### config.mk
export PLATFORM = sky130hd
export DESIGN_NAME = parser_input_arbiter
export DESIGN_NICKNAME = d
export VERILOG_FILES = /design/src/rtl/parser_pkg.sv /design/src/rtl/rr_pick.sv /design/src/rtl/parser_input_arbiter.sv
export SDC_FILE = /design/constraint.sdc
export NUM_CORES = 1
export LEC_CHECK = 0
export ABC_AREA = 1
export BUFFER_PORTS_ARGS = -buffer_cell sky130_fd_sc_hd__buf_4
export CAP_MARGIN = 10
export CORE_ASPECT_RATIO = 1.2
export CORE_MARGIN = 2
export CORE_UTILIZATION = 50
export DETAILED_ROUTE_END_ITERATION = 10
export GPL_TIMING_DRIVEN = 0
export PLACE_DENSITY_LB_ADDON = 0.15
export SYNTH_ARGS = -nofsm -noshare
export SYNTH_HDL_FRONTEND = slang
export SYNTH_SLANG_ARGS = --single-unit
### constraint.sdc
create_clock -name clk -period 5.1 [get_ports clk]
set_clock_uncertainty 0.05 [all_clocks]
set_input_delay 0.255 -clock clk [delete_from_list [all_inputs] [get_ports clk]]
set_output_delay 0.255 -clock clk [all_outputs]
set_load 0.05 [all_outputs]
### src/rtl/parser_pkg.sv
// parser_pkg: shared types and widths for the parser input path.
//   state_t : arbiter packet state (IDLE between packets, BURST while one is in flight)
//   DATA_W  : parser word width
//   CNT_W   : per-port completed-packet counter width
package parser_pkg;

  typedef enum logic {
    IDLE  = 1'b0,
    BURST = 1'b1
  } state_t;

  localparam int DATA_W = 32;
  localparam int CNT_W  = 16;

endpackage

### src/rtl/rr_pick.sv
// rr_pick: round-robin winner search.
//   req       : per-port request vector
//   lastGrant : port that most recently completed a packet
//   winner    : first requesting port searching upward from lastGrant+1, wrapping
//   anyReq    : at least one request is present (winner is meaningful only then)
module rr_pick #(
  parameter  int N_PORTS = 4,
  localparam int IDX_W   = $clog2(N_PORTS)
) (
  input  logic [N_PORTS-1:0] req,
  input  logic [IDX_W-1:0]   lastGrant,
  output logic [IDX_W-1:0]   winner,
  output logic               anyReq
);

  int unsigned idx;

  // Scan offsets from farthest to nearest so the nearest requester after
  // lastGrant is the final assignment; avoids needing an early exit.
  always_comb begin
    winner = lastGrant;
    idx    = '0;
    for (int unsigned i = N_PORTS; i >= 1; i--) begin
      idx = (32'(lastGrant) + i) % N_PORTS;
      if (req[idx]) begin
        winner = IDX_W'(idx);
      end
    end
    anyReq = |req;
  end

endmodule

### src/rtl/parser_input_arbiter.sv
// parser_input_arbiter: packet-granular round-robin arbiter feeding the parser.
//   clk, reset_b          : clock, asynchronous active-high reset
//   in_data/in_val/in_last: per-port packet words (port k in slice k)
//   in_ready              : per-port accept, only the granted port sees out_ready
//   out_data/out_val/out_last, out_ready : parser dataIn handshake
//   grant_id              : port owning the output (holds last owner while idle)
//   busy                  : packet in flight
//   stall_err             : sticky, granted port idled STALL_LIMIT cycles mid-packet
//   pkt_count             : per-port wrapping count of completed packets
module parser_input_arbiter
  import parser_pkg::*;
#(
  parameter  int N_PORTS     = 4,
  parameter  int STALL_LIMIT = 256,
  localparam int IDX_W       = $clog2(N_PORTS)
) (
  input  logic                      clk,
  input  logic                      reset_b,
  input  logic [DATA_W*N_PORTS-1:0] in_data,
  input  logic [N_PORTS-1:0]        in_val,
  input  logic [N_PORTS-1:0]        in_last,
  output logic [N_PORTS-1:0]        in_ready,
  output logic [DATA_W-1:0]         out_data,
  output logic                      out_val,
  output logic                      out_last,
  input  logic                      out_ready,
  output logic [IDX_W-1:0]          grant_id,
  output logic                      busy,
  output logic                      stall_err,
  output logic [CNT_W*N_PORTS-1:0]  pkt_count
);

  localparam int SW = $clog2(STALL_LIMIT + 1);

  state_t           state, nextState;
  logic [IDX_W-1:0] lastGrant, grantId, winner;
  logic             anyReq, xferLast;
  logic [SW-1:0]    stallCnt, stallCntNext;
  logic [CNT_W-1:0] pktCnt [N_PORTS];

  rr_pick #(.N_PORTS(N_PORTS)) uPick (
    .req      (in_val),
    .lastGrant(lastGrant),
    .winner   (winner),
    .anyReq   (anyReq)
  );

  always_comb begin
    nextState = state;
    out_data  = '0;
    out_val   = 1'b0;
    out_last  = 1'b0;
    in_ready  = '0;
    xferLast  = 1'b0;
    case (state)
      IDLE: begin
        if (anyReq) nextState = BURST;
      end
      BURST: begin
        out_data          = in_data[grantId*DATA_W +: DATA_W];
        out_val           = in_val[grantId];
        out_last          = in_last[grantId];
        in_ready[grantId] = out_ready;
        xferLast          = out_val & out_ready & out_last;
        if (xferLast) nextState = IDLE;
      end
      default: nextState = IDLE;
    endcase
  end

  always_comb begin
    if (state == IDLE || in_val[grantId]) begin
      stallCntNext = '0;
    end else if (stallCnt == SW'(STALL_LIMIT)) begin
      stallCntNext = stallCnt;
    end else begin
      stallCntNext = stallCnt + 1'b1;
    end
  end

  always_ff @(posedge clk or posedge reset_b) begin
    if (reset_b) begin
      state     <= IDLE;
      lastGrant <= IDX_W'(N_PORTS - 1);
      grantId   <= IDX_W'(N_PORTS - 1);
      stallCnt  <= '0;
      stall_err <= 1'b0;
      for (int unsigned k = 0; k < N_PORTS; k++) begin
        pktCnt[k] <= '0;
      end
    end else begin
      state    <= nextState;
      stallCnt <= stallCntNext;
      if (stallCntNext == SW'(STALL_LIMIT)) stall_err <= 1'b1;
      if (state == IDLE && anyReq) grantId <= winner;
      if (xferLast) begin
        lastGrant       <= grantId;
        pktCnt[grantId] <= pktCnt[grantId] + 1'b1;
      end
    end
  end

  always_comb begin
    pkt_count = '0;
    for (int unsigned k = 0; k < N_PORTS; k++) begin
      pkt_count[k*CNT_W +: CNT_W] = pktCnt[k];
    end
  end

  assign grant_id = grantId;
  assign busy     = (state == BURST);

endmodule
==> run summary, run 1 <==
Outcome: finished clean
Yosys warning count: 0
Final ANT Viol Nets: 0
WL per Instance: 17.8 µm
Sink Count: 79
Clock edge transition at the registers on the reported setup and hold paths: 60 ps
Vias: 6,579
Worst setup path class: reg -> out
Fill count: 869
Largest buffer count on any clock path: 2
Area delta synth->final: 44.8%
Num ports: 245
Worst hold path type: in -> reg
Post-route DRC: 0
Max cap viols: 0
PwrDens: 567 nW/µm²
Initial antenna violation count: 0
Final nets: 1,188
Worst Hold Launch: in_val[2]
Netlist Area Pre-Place: 5230 µm²
Worst R2R Start: grant_id[1]
Multi-input gate area: 2860 µm²
First-pass GRT wire length: 32.0 mm
Min-Delay Endpoint: busy
H-tree depth: 3
Post-CTS Resized: 0
Most frequent cells in the layout: nand2_1, buf_4, dfrtp_1
Most frequent CP cell: clkbuf_1
Max Slew Vio Count: 0
Reg2Reg Capture Point: pkt_count[25]
Fin crit share: 66.7%
Worst-path maximum fanout: 10
Final Hold Fails: 0
Adder-cell share of the synthesized area: 0.718%
XOR/XNOR Fraction of Synth Area: 1.34%
Post-Route WL: 20.9 mm
Fin area: 7580 µm²
CP startpoint: grant_id[1]
Number of synthesized register bits: 79
Crit-path cells: buf_2 > nor2_2 > clkbuf_1 > clkbuf_1 > a22oi_1 > a21oi_1 > buf_4
Worst-margin pin slew: 677 ps
Syn avg cell area: 6.63 µm²
Post-Synth Simple-Gate Area: 35.7%
Die Width: 97.4 µm
Final min period: 3400 ps
Static leakage: 4.10 nW
Crit path max-delay cell type: clkbuf_1
Setup crit start kind: flop
Clock root cell: clkbuf_16
Clock Latency Late Sink: 350 ps
Vias in the first global route: 6,199
CTS tree: yes
Commonest non-fill, non-tap cell in the layout: nand2_1
Register area: 1980 µm²
Mux contribution to synthesized area: 0%
Hold Crit Depth: 5
Starting DRT DRC Count: 496
Dpl cell area: 7250 µm²
Remaining Overflow, GRT: 0
Die height: 116 µm
Unique masters post-synth: 26
Largest net degree at the start of global routing: 48
Required time of the worst setup path: 4800 ps
Crit path DAT: 3090 ps
TritonCTS buffer count: 9
Buffers on Ports: 244
Std-Cell Rows: 40
RSZ-0062 raised after global routing: no
Worst VDD drop: 0.458 mV
Worst path max stage delay: 540 ps
Vias per cell: 5.59
GR Util All Layers: 36.3%
R2R setup slack: 2330 ps
DIE AREA: 11,300 µm²
Post-layout util: 75.0%
R2R depth: 9
Initial Util: 51.7%
Post-CTS Setup Bufs: 0
Setup TNS: 0 ps
Core Area: 10,100 µm²
Ant diodes: 0
Post-DP HPWL: 16.0 mm
Compound-cell area share of the yosys netlist: 16.8%
Placer congestion estimate: 1.01
Relative slew slack: 54.8%
Mapped Nets: 931
Seq/Total Area, Yosys: 37.9%
Setup violators final: 0
Post-Syn Instances: 789
Post-CTS Hold Fix Bufs: 1
CP endpoint kind: primary output
Layout cell share with drive strength beyond 1: 27.7%
Largest family of logic cells by synthesized area: simple AND/OR/NAND/NOR gates
DRT Pass-1 Iters: 5
Max Clock Freq: 294 MHz
## metrics by stage
| stage | hold WS [ps] | power (mW) | cells | worst slack (ps) |
|---|---|---|---|---|
| 2_1_floorplan | 393 | 2.66 | 789 | 2380 |
| 3_3_place_gp | 398 | 3.54 | 1159 | 1820 |
| 3_5_place_dp | 241 | 3.57 | 1160 | 2170 |
| 4_1_cts | 173 | 4.26 | 1177 | 1790 |
| 5_1_grt | 204 | 4.49 | 1177 | 1620 |
| 6_report | 175 | 4.30 | 1177 | 1700 |
## sequential cells by signal (all words and copies together) (netlist names)
name       count
pkt_count     64
grant_id       2
stall_err      1
busy           1
lastGrant      2
stallCnt       9
## layout make-up
type,instances,share of cell area (%)
clock inverter,5,1.11
buffer,38,2.36
inverter,57,2.86
tap,126,2.08
timing repair buffer,246,24.7
clock buffer,11,3.07
multi-input combinational,615,37.7
sequential,79,26.2
## layer usage
metal | vias to the layer above | share of wire [%] | global-route usage, % | wire [µm]
met5 | - | 0 | 0 | 0
met4 | 0 | 3.6 | 15.2 | 755
met3 | 56 | 11 | 12.1 | 2340
met2 | 356 | 49 | 62.0 | 10300
met1 | 3060 | 36 | 42.1 | 7520
li1 | 3107 | - | - | -
## how the worst max path moves through the flow
stage | end | depth (start not counted) | slack [ps]
after floorplan | out_data[10] | 6 | 2380
after global placement | pkt_count[9] | 2 | 1820
after detailed placement | out_data[6] | 7 | 2170
after CTS | out_data[6] | 7 | 1790
after global routing | out_data[6] | 7 | 1620
final | out_data[6] | 7 | 1700
## cells by family (layout without fill, tap and decap cells)
| kind of cell | Yosys count | after routing |
|---|---|---|
| AND/OR/NAND/NOR | 462 | 462 |
| flip-flops | 79 | 79 |
| XOR/XNOR | 8 | 8 |
| adder cells (fa/ha/maj) | 3 | 3 |
| AO/OA/AOI/OAI | 142 | 142 |
| buffers and inverters | 95 | 357 |
## worst max-delay path: cells and delay by family (launching register included)
family	cells	cell delay, ps
compound gates	2	490
simple gates	1	450
buf+inv	4	1390
flops	1	410
## Yosys cell counts (all sizes together)
| library cell | n | area share [%] |
|---|---|---|
| dfstp | 4 | 2.0 |
| xor2 | 7 | 1.2 |
| o21bai | 3 | 0.43 |
| a22oi | 65 | 9.3 |
| nor4 | 1 | 0.12 |
| nand4 | 5 | 0.60 |
| a21oi | 40 | 3.8 |
| clkbuf | 18 | 1.3 |
| nor3 | 3 | 0.29 |
| nand3 | 65 | 6.5 |
| clkinv | 3 | 0.22 |
| xnor2 | 1 | 0.17 |
| buf | 20 | 2.1 |
| nand2 | 333 | 24 |
| o21ai | 34 | 3.3 |
| nand3b | 1 | 0.14 |
| ha | 3 | 0.72 |
| inv | 54 | 3.9 |
| dfrtp | 75 | 36 |
| nor2 | 54 | 4.2 |
## report_power, final
group	leakage [nW]	internal, mW	switching (mW)
Clock	0.146	0.431	0.263
Sequential	1.07	0.715	0.0845
Combinational	2.88	0.777	2.03
Total	4.10	1.92	2.38
No activity file was read; power rests on OpenSTA's default activity.
==> run 2, diff against run 1 <==
CORE_UTILIZATION = 43   (was 50)
clock period = 2.9 ns   (was 5.1 ns; I/O delays follow)
==> run 2 against run 1 <==
Against the previous run:
- critical path type unchanged
- wire length fell by 0.74%
- combinational power rose by 77%
- sequential power increased by 74%
- hold slack got worse by 91 ps
- first-iteration DRC count is 23% higher
- register-to-register slack got worse by 2100 ps
- via count shrank 1.8%
- flip-flop and latch count unchanged
- final area grew 0.53%
- die area is 16% higher
- total power up 72%
- utilization is 11 points lower
==> run summary, run 2 (synthesized netlist as in run 1, its figures left out) <==
Initial antenna violation count: 0 (unchanged)
Largest net degree at the start of global routing: 68 (was 48)
Busiest layer in global routing: met2 (unchanged)
Max Slew Vio Count: 0 (unchanged)
Setup TNS: 0 ps (unchanged)
PwrDens: 970 nW/µm² (was 567 nW/µm²)
Final Hold Fails: 0 (unchanged)
Final min period: 2750 ps
H-tree depth: 3 (unchanged)
Global-route met1 utilization: 39.0% (was 42.1%)
M3 GR Usage: 6.75% (was 12.1%)
Max cap viols: 0 (unchanged)
Std-Cell Rows: 44 (was 40)
Logic pwr share: 67.1% (was 65.3%)
Pre-CTS WS: -36.1 ps (was 2170 ps)
Buffers on Ports: 244 (unchanged)
Clock Power Share: 14.0% (was 16.1%)
Commonest non-fill, non-tap cell in the layout: nand2_1 (unchanged)
Sw Ratio: 55.9% (was 55.3%)
Num ports: 245 (unchanged)
Most frequent cells in the layout: nand2_1, buf_4, dfrtp_1 (unchanged)
CTS tree: yes (unchanged)
Seq pwr share: 18.8% (was 18.6%)
Area delta synth->final: 45.6% (was 44.8%)
GR Util All Layers: 31.0% (was 36.3%)
Crit path DAT: 2550 ps (was 3090 ps)
Clock root cell: clkbuf_16 (unchanged)
Outcome: finished clean (unchanged)
M2 GR Usage: 52.5% (was 62.0%)
Starting DRT DRC Count: 610 (was 496)
Clock Latency Late Sink: 350 ps (about the same)
Fill count: 1,144 (was 869)
Largest register FFs: 64 (unchanged)
RSZ-0062 raised after global routing: no (unchanged)
Final nets: 1,190 (was 1,188)
TritonCTS buffer count: 9 (unchanged)
Layout cell share with drive strength beyond 1: 28.6% (was 27.7%)
WL per Instance: 17.1 µm (was 17.8 µm)
Core Area: 12,000 µm² (was 10,100 µm²)
Die height: 125 µm (was 116 µm)
Net switching power: 4.13 mW (was 2.38 mW)
Ant diodes: 0 (unchanged)
Remaining Overflow, GRT: 0 (unchanged)
DIE AREA: 13,100 µm² (was 11,300 µm²)
Sink Count: 79 (unchanged)
Max Clock Freq: 364 MHz
Clock edge transition at the registers on the reported setup and hold paths: 60 ps (about the same)
Worst VDD drop: 0.621 mV (was 0.458 mV)
Static leakage: 4.11 nW (was 4.10 nW)
Worst-path maximum fanout: 10 (unchanged)
Worst setup path class: reg -> out (unchanged)
Post-route DRC: 0 (unchanged)
Die Width: 105 µm (was 97.4 µm)
Total power: 7.39 mW (was 4.30 mW)
Setup crit start kind: flop (unchanged)
Relative slew slack: 57.7% (was 54.8%)
P_int: 3.26 mW (was 1.92 mW)
Placer congestion estimate: 0.948 (was 1.01)
Largest buffer count on any clock path: 2 (unchanged)
Vias per cell: 5.32 (was 5.59)
Worst-margin pin slew: 633 ps (was 677 ps)
First-pass GRT wire length: 31.8 mm (was 32.0 mm)
Post-DP HPWL: 15.4 mm (was 16.0 mm)
Vias in the first global route: 5,874 (was 6,199)
Final ANT Viol Nets: 0 (unchanged)
Initial Util: 43.6% (was 51.7%)
Required time of the worst setup path: 2710 ps (was 4800 ps)
DRT Pass-1 Iters: 5 (unchanged)
Fin crit share: 94.7%
CP endpoint kind: primary output (unchanged)
Vias: 6,463 (was 6,579)
Worst hold path type: in -> reg (unchanged)
Setup violators final: 0 (unchanged)
Fin worst setup slack: 155 ps (was 1700 ps)
Post-Route WL: 20.8 mm (was 20.9 mm)
## run 2: changes by cell type in the layout (fill, tap and decap cells not counted), sizes merged
cell,previous run,this run
buf,265,268
bufinv,2,0
clkbuf,29,31
clkinv,3,5
clkinvlp,2,0
inv,55,54
## run 2: routing by layer
layer  share of wire [%]  wire length, µm
met5                   0                0
met2                  48            10000
met4                 2.8              581
met1                  40             8220
met3                 9.3             1930
## run 2: final timing paths
| path | cells after the start | startpoint | slack (ps) | end |
|---|---|---|---|---|
| max | 6 | grant_id[0] | 150 | out_data[25] |
| min | 5 | in_val[2] | 80 | busy |
| max reg2reg | 12 | grant_id[1] | 280 | pkt_count[63] |
| min reg2reg | 2 | stall_err | 420 | stall_err |
| max in group asynchronous | 4 | reset_b | 1950 | lastGrant[1] |
| min in group asynchronous | 3 | reset_b | 230 | stallCnt[8] |
## run 2: repair_timing
action,in CTS,in global routing
buffers inserted,0,2
hold endpoints to repair,43,0
hold buffers,1,0
resized for setup,5,8
endpoints found under the setup margin,30,21
pin swaps,0,1
## run 2: through the flow
stage / util (%) / hold WS (ps) / std cells / area, µm²
2_1_floorplan: - / 283 / 789 / 5230
3_3_place_gp: 60.5 / 401 / 1194 / 7260
3_5_place_dp: 60.8 / 30.1 / 1195 / 7290
4_1_cts: 63.2 / 77.0 / 1212 / 7580
5_1_grt: 63.5 / 133 / 1214 / 7620
6_report: 63.5 / 84.5 / 1214 / 7620
## run 2: area by class of cell
cell class	instances	area, µm²	area share [%]
sequential	79	1980	26.0
timing repair buffer	248	1880	24.7
clock buffer	14	254	3.33
multi-input combinational	615	2890	37.9
inverter	57	216	2.84
tap	161	201	2.64
clock inverter	2	10.0	0.131
buffer	38	184	2.41
## run 2: critical path, stage by stage (launching register included)
cell	delay [ps]
dfstp_2	610
inv_2	70
nor2_2	380
clkbuf_1	420
a22oi_1	110
a21oi_1	350
buf_4	270
## run 2: power by group through the flow
| stage | clock network [mW] | registers [mW] | logic [mW] |
|---|---|---|---|
| 2_1_floorplan | 0 | 1.73 | 2.94 |
| 3_3_place_gp | 0 | 1.40 | 4.85 |
| 3_5_place_dp | 0 | 1.40 | 4.86 |
| 4_1_cts | 1.04 | 1.39 | 4.89 |
| 5_1_grt | 1.10 | 1.41 | 5.25 |
| 6_report | 1.04 | 1.39 | 4.96 |
==> run 3, diff against run 2 <==
MAX_ROUTING_LAYER = met4   (was unset)
==> run 3 against run 2 <==
Against the previous run:
- via count is 1.0% lower
- register-to-register slack better by 20 ps
- worst setup slack worse by 41 ps
- total power is 2.1% higher
- combinational power hardly changed
- wire length is 0.64% higher
- final cell count is 0.16% lower
- critical path type unchanged
- highest routed layer unchanged
==> run summary, run 3 (synthesized netlist as in run 1, its figures left out) <==
Crit path DAT: 2590 ps (was 2550 ps)
Worst Hold Launch: in_val[2] (unchanged)
Fin worst setup slack: 114 ps (was 155 ps)
Global-route met1 utilization: 39.0% (unchanged)
Post-Route WL: 20.9 mm (was 20.8 mm)
Vias: 6,396 (was 6,463)
R2R depth: 13 (was 12)
Most frequent cells in the layout: nand2_1, buf_4, dfrtp_1 (unchanged)
Post-layout util: 63.8% (was 63.5%)
Initial antenna violation count: 0 (unchanged)
Setup crit start kind: flop (unchanged)
Placed cell count: 1,195 (unchanged)
Largest register FFs: 64 (unchanged)
Post-route DRC: 0 (unchanged)
R2R setup slack: 300 ps (was 280 ps)
Worst-margin pin slew: 656 ps (was 633 ps)
Final nets: 1,188 (was 1,190)
Final Non-Filler Cells: 1,212 (was 1,214)
Worst hold path type: in -> reg (unchanged)
M3 GR Usage: 7.95% (was 6.75%)
Clock Latency Late Sink: 340 ps (was 350 ps)
Remaining Overflow, GRT: 0 (unchanged)
M2 GR Usage: 52.2% (was 52.5%)
Fin crit share: 96.1% (was 94.7%)
Reg2Reg Capture Point: pkt_count[30] (was pkt_count[63])
Relative slew slack: 56.2% (was 57.7%)
RSZ-0062 raised after global routing: yes (was no)
Largest net degree at the start of global routing: 42 (was 68)
Busiest layer in global routing: met2 (unchanged)
Worst-path maximum fanout: 10 (unchanged)
Ant diodes: 0 (unchanged)
Layout cell share with drive strength beyond 1: 28.6% (about the same)
PwrDens: 986 nW/µm² (was 970 nW/µm²)
Pre-CTS WS: -76.5 ps (was -36.1 ps)
Hold Crit Depth: 5 (unchanged)
TritonCTS buffer count: 9 (unchanged)
Final Hold Fails: 0 (unchanged)
Setup violators final: 0 (unchanged)
WL per Instance: 17.3 µm (was 17.1 µm)
Num ports: 245 (unchanged)
DIE AREA: 13,100 µm² (unchanged)
Min-Delay Endpoint: busy (unchanged)
Largest buffer count on any clock path: 2 (unchanged)
Static leakage: 4.12 nW (was 4.11 nW)
Clock edge transition at the registers on the reported setup and hold paths: 60 ps (about the same)
Vias in the first global route: 5,930 (was 5,874)
Commonest non-fill, non-tap cell in the layout: nand2_1 (unchanged)
Max Slew Vio Count: 0 (unchanged)
Core Area: 12,000 µm² (unchanged)
Worst VDD drop: 0.593 mV (was 0.621 mV)
Die height: 125 µm (unchanged)
Max Clock Freq: 359 MHz (was 364 MHz)
Worst R2R Start: grant_id[1] (unchanged)
Die Width: 105 µm (unchanged)
Starting DRT DRC Count: 538 (was 610)
CTS tree: yes (unchanged)
Post-CTS Setup Bufs: 0 (unchanged)
DRT Pass-1 Iters: 5 (unchanged)
Final min period: 2790 ps (was 2750 ps)
Vias per cell: 5.28 (was 5.32)
Outcome: finished clean (unchanged)
Worst setup path class: reg -> out (unchanged)
Post-DP HPWL: 15.7 mm (was 15.4 mm)
Initial Util: 43.6% (unchanged)
Setup TNS: 0 ps (unchanged)
Buffers on Ports: 244 (unchanged)
Max cap viols: 0 (unchanged)
First-pass GRT wire length: 32.3 mm (was 31.8 mm)
GR Util All Layers: 32.2% (was 31.0%)
Required time of the worst setup path: 2710 ps (about the same)
H-tree depth: 3 (unchanged)
Sink Count: 79 (unchanged)
Clock root cell: clkbuf_16 (unchanged)
Placer congestion estimate: 0.954 (was 0.948)
Final ANT Viol Nets: 0 (unchanged)
Area delta synth->final: 46.3% (was 45.6%)
Std-Cell Rows: 44 (unchanged)
CP endpoint kind: primary output (unchanged)
[run 3: worst max-delay path, cell delays in order, from the launching register on]
cell and delay [ps]:
dfstp_2 400, clkbuf_4 210, nor2_4 310, clkbuf_4 330
clkbuf_2 270, a22oi_1 120, a21oi_1 350, buf_4 270
[run 3: power by group]
part	leakage, nW	switching (mW)	total (mW)	internal (mW)
registers	1.07	0.145	1.40	1.26
logic	2.90	3.54	4.93	1.39
clock network	0.154	0.456	1.21	0.756
[run 3: through the flow]
stage	total power, mW	hold slack, ps	cell area [µm²]
final	7.54	83.0	7650
after global routing	7.92	126	7650
after CTS	7.50	91.3	7620
after detailed placement	6.28	167	7290
after global placement	6.26	400	7260
after floorplan	4.67	283	5230
[run 3: cell type report]
| type | instances | area (µm²) |
|---|---|---|
| Fill cell | 1132 | 4350 |
| Inverter | 57 | 216 |
| Tap cell | 161 | 201 |
| Sequential cell | 79 | 1980 |
| Multi-Input combinational cell | 615 | 2890 |
| Clock buffer | 11 | 233 |
| Buffer | 38 | 189 |
| Timing Repair Buffer | 246 | 1860 |
| Clock inverter | 5 | 82.6 |
[run 3: worst max path at each step]
| stage | from | endpoint | slack, ps |
|---|---|---|---|
| final | grant_id[1] | out_data[25] | 110 |
| after global placement | reset_b | pkt_count[57] | -290 |
| after CTS | grant_id[0] | out_data[25] | 5 |
| after detailed placement | grant_id[1] | out_data[25] | -80 |
| after global routing | grant_id[1] | out_data[25] | -0.4 |
| after floorplan | grant_id[1] | out_data[10] | 290 |
[run 3: timing repair]
action,4_1_cts,5_1_grt
resized for setup,4,11
setup endpoints to repair,30,46
pin swaps,0,0
endpoints found under the hold margin,38,0
hold buffers,1,0
[run 3: layer usage]
metal	routed length (µm)	share of wire [%]	vias up
met2	10000	48	297
met1	8300	40	2948
met5	0	0	-
met4	728	3.5	0
met3	1890	9.0	51
li1	-	-	3100
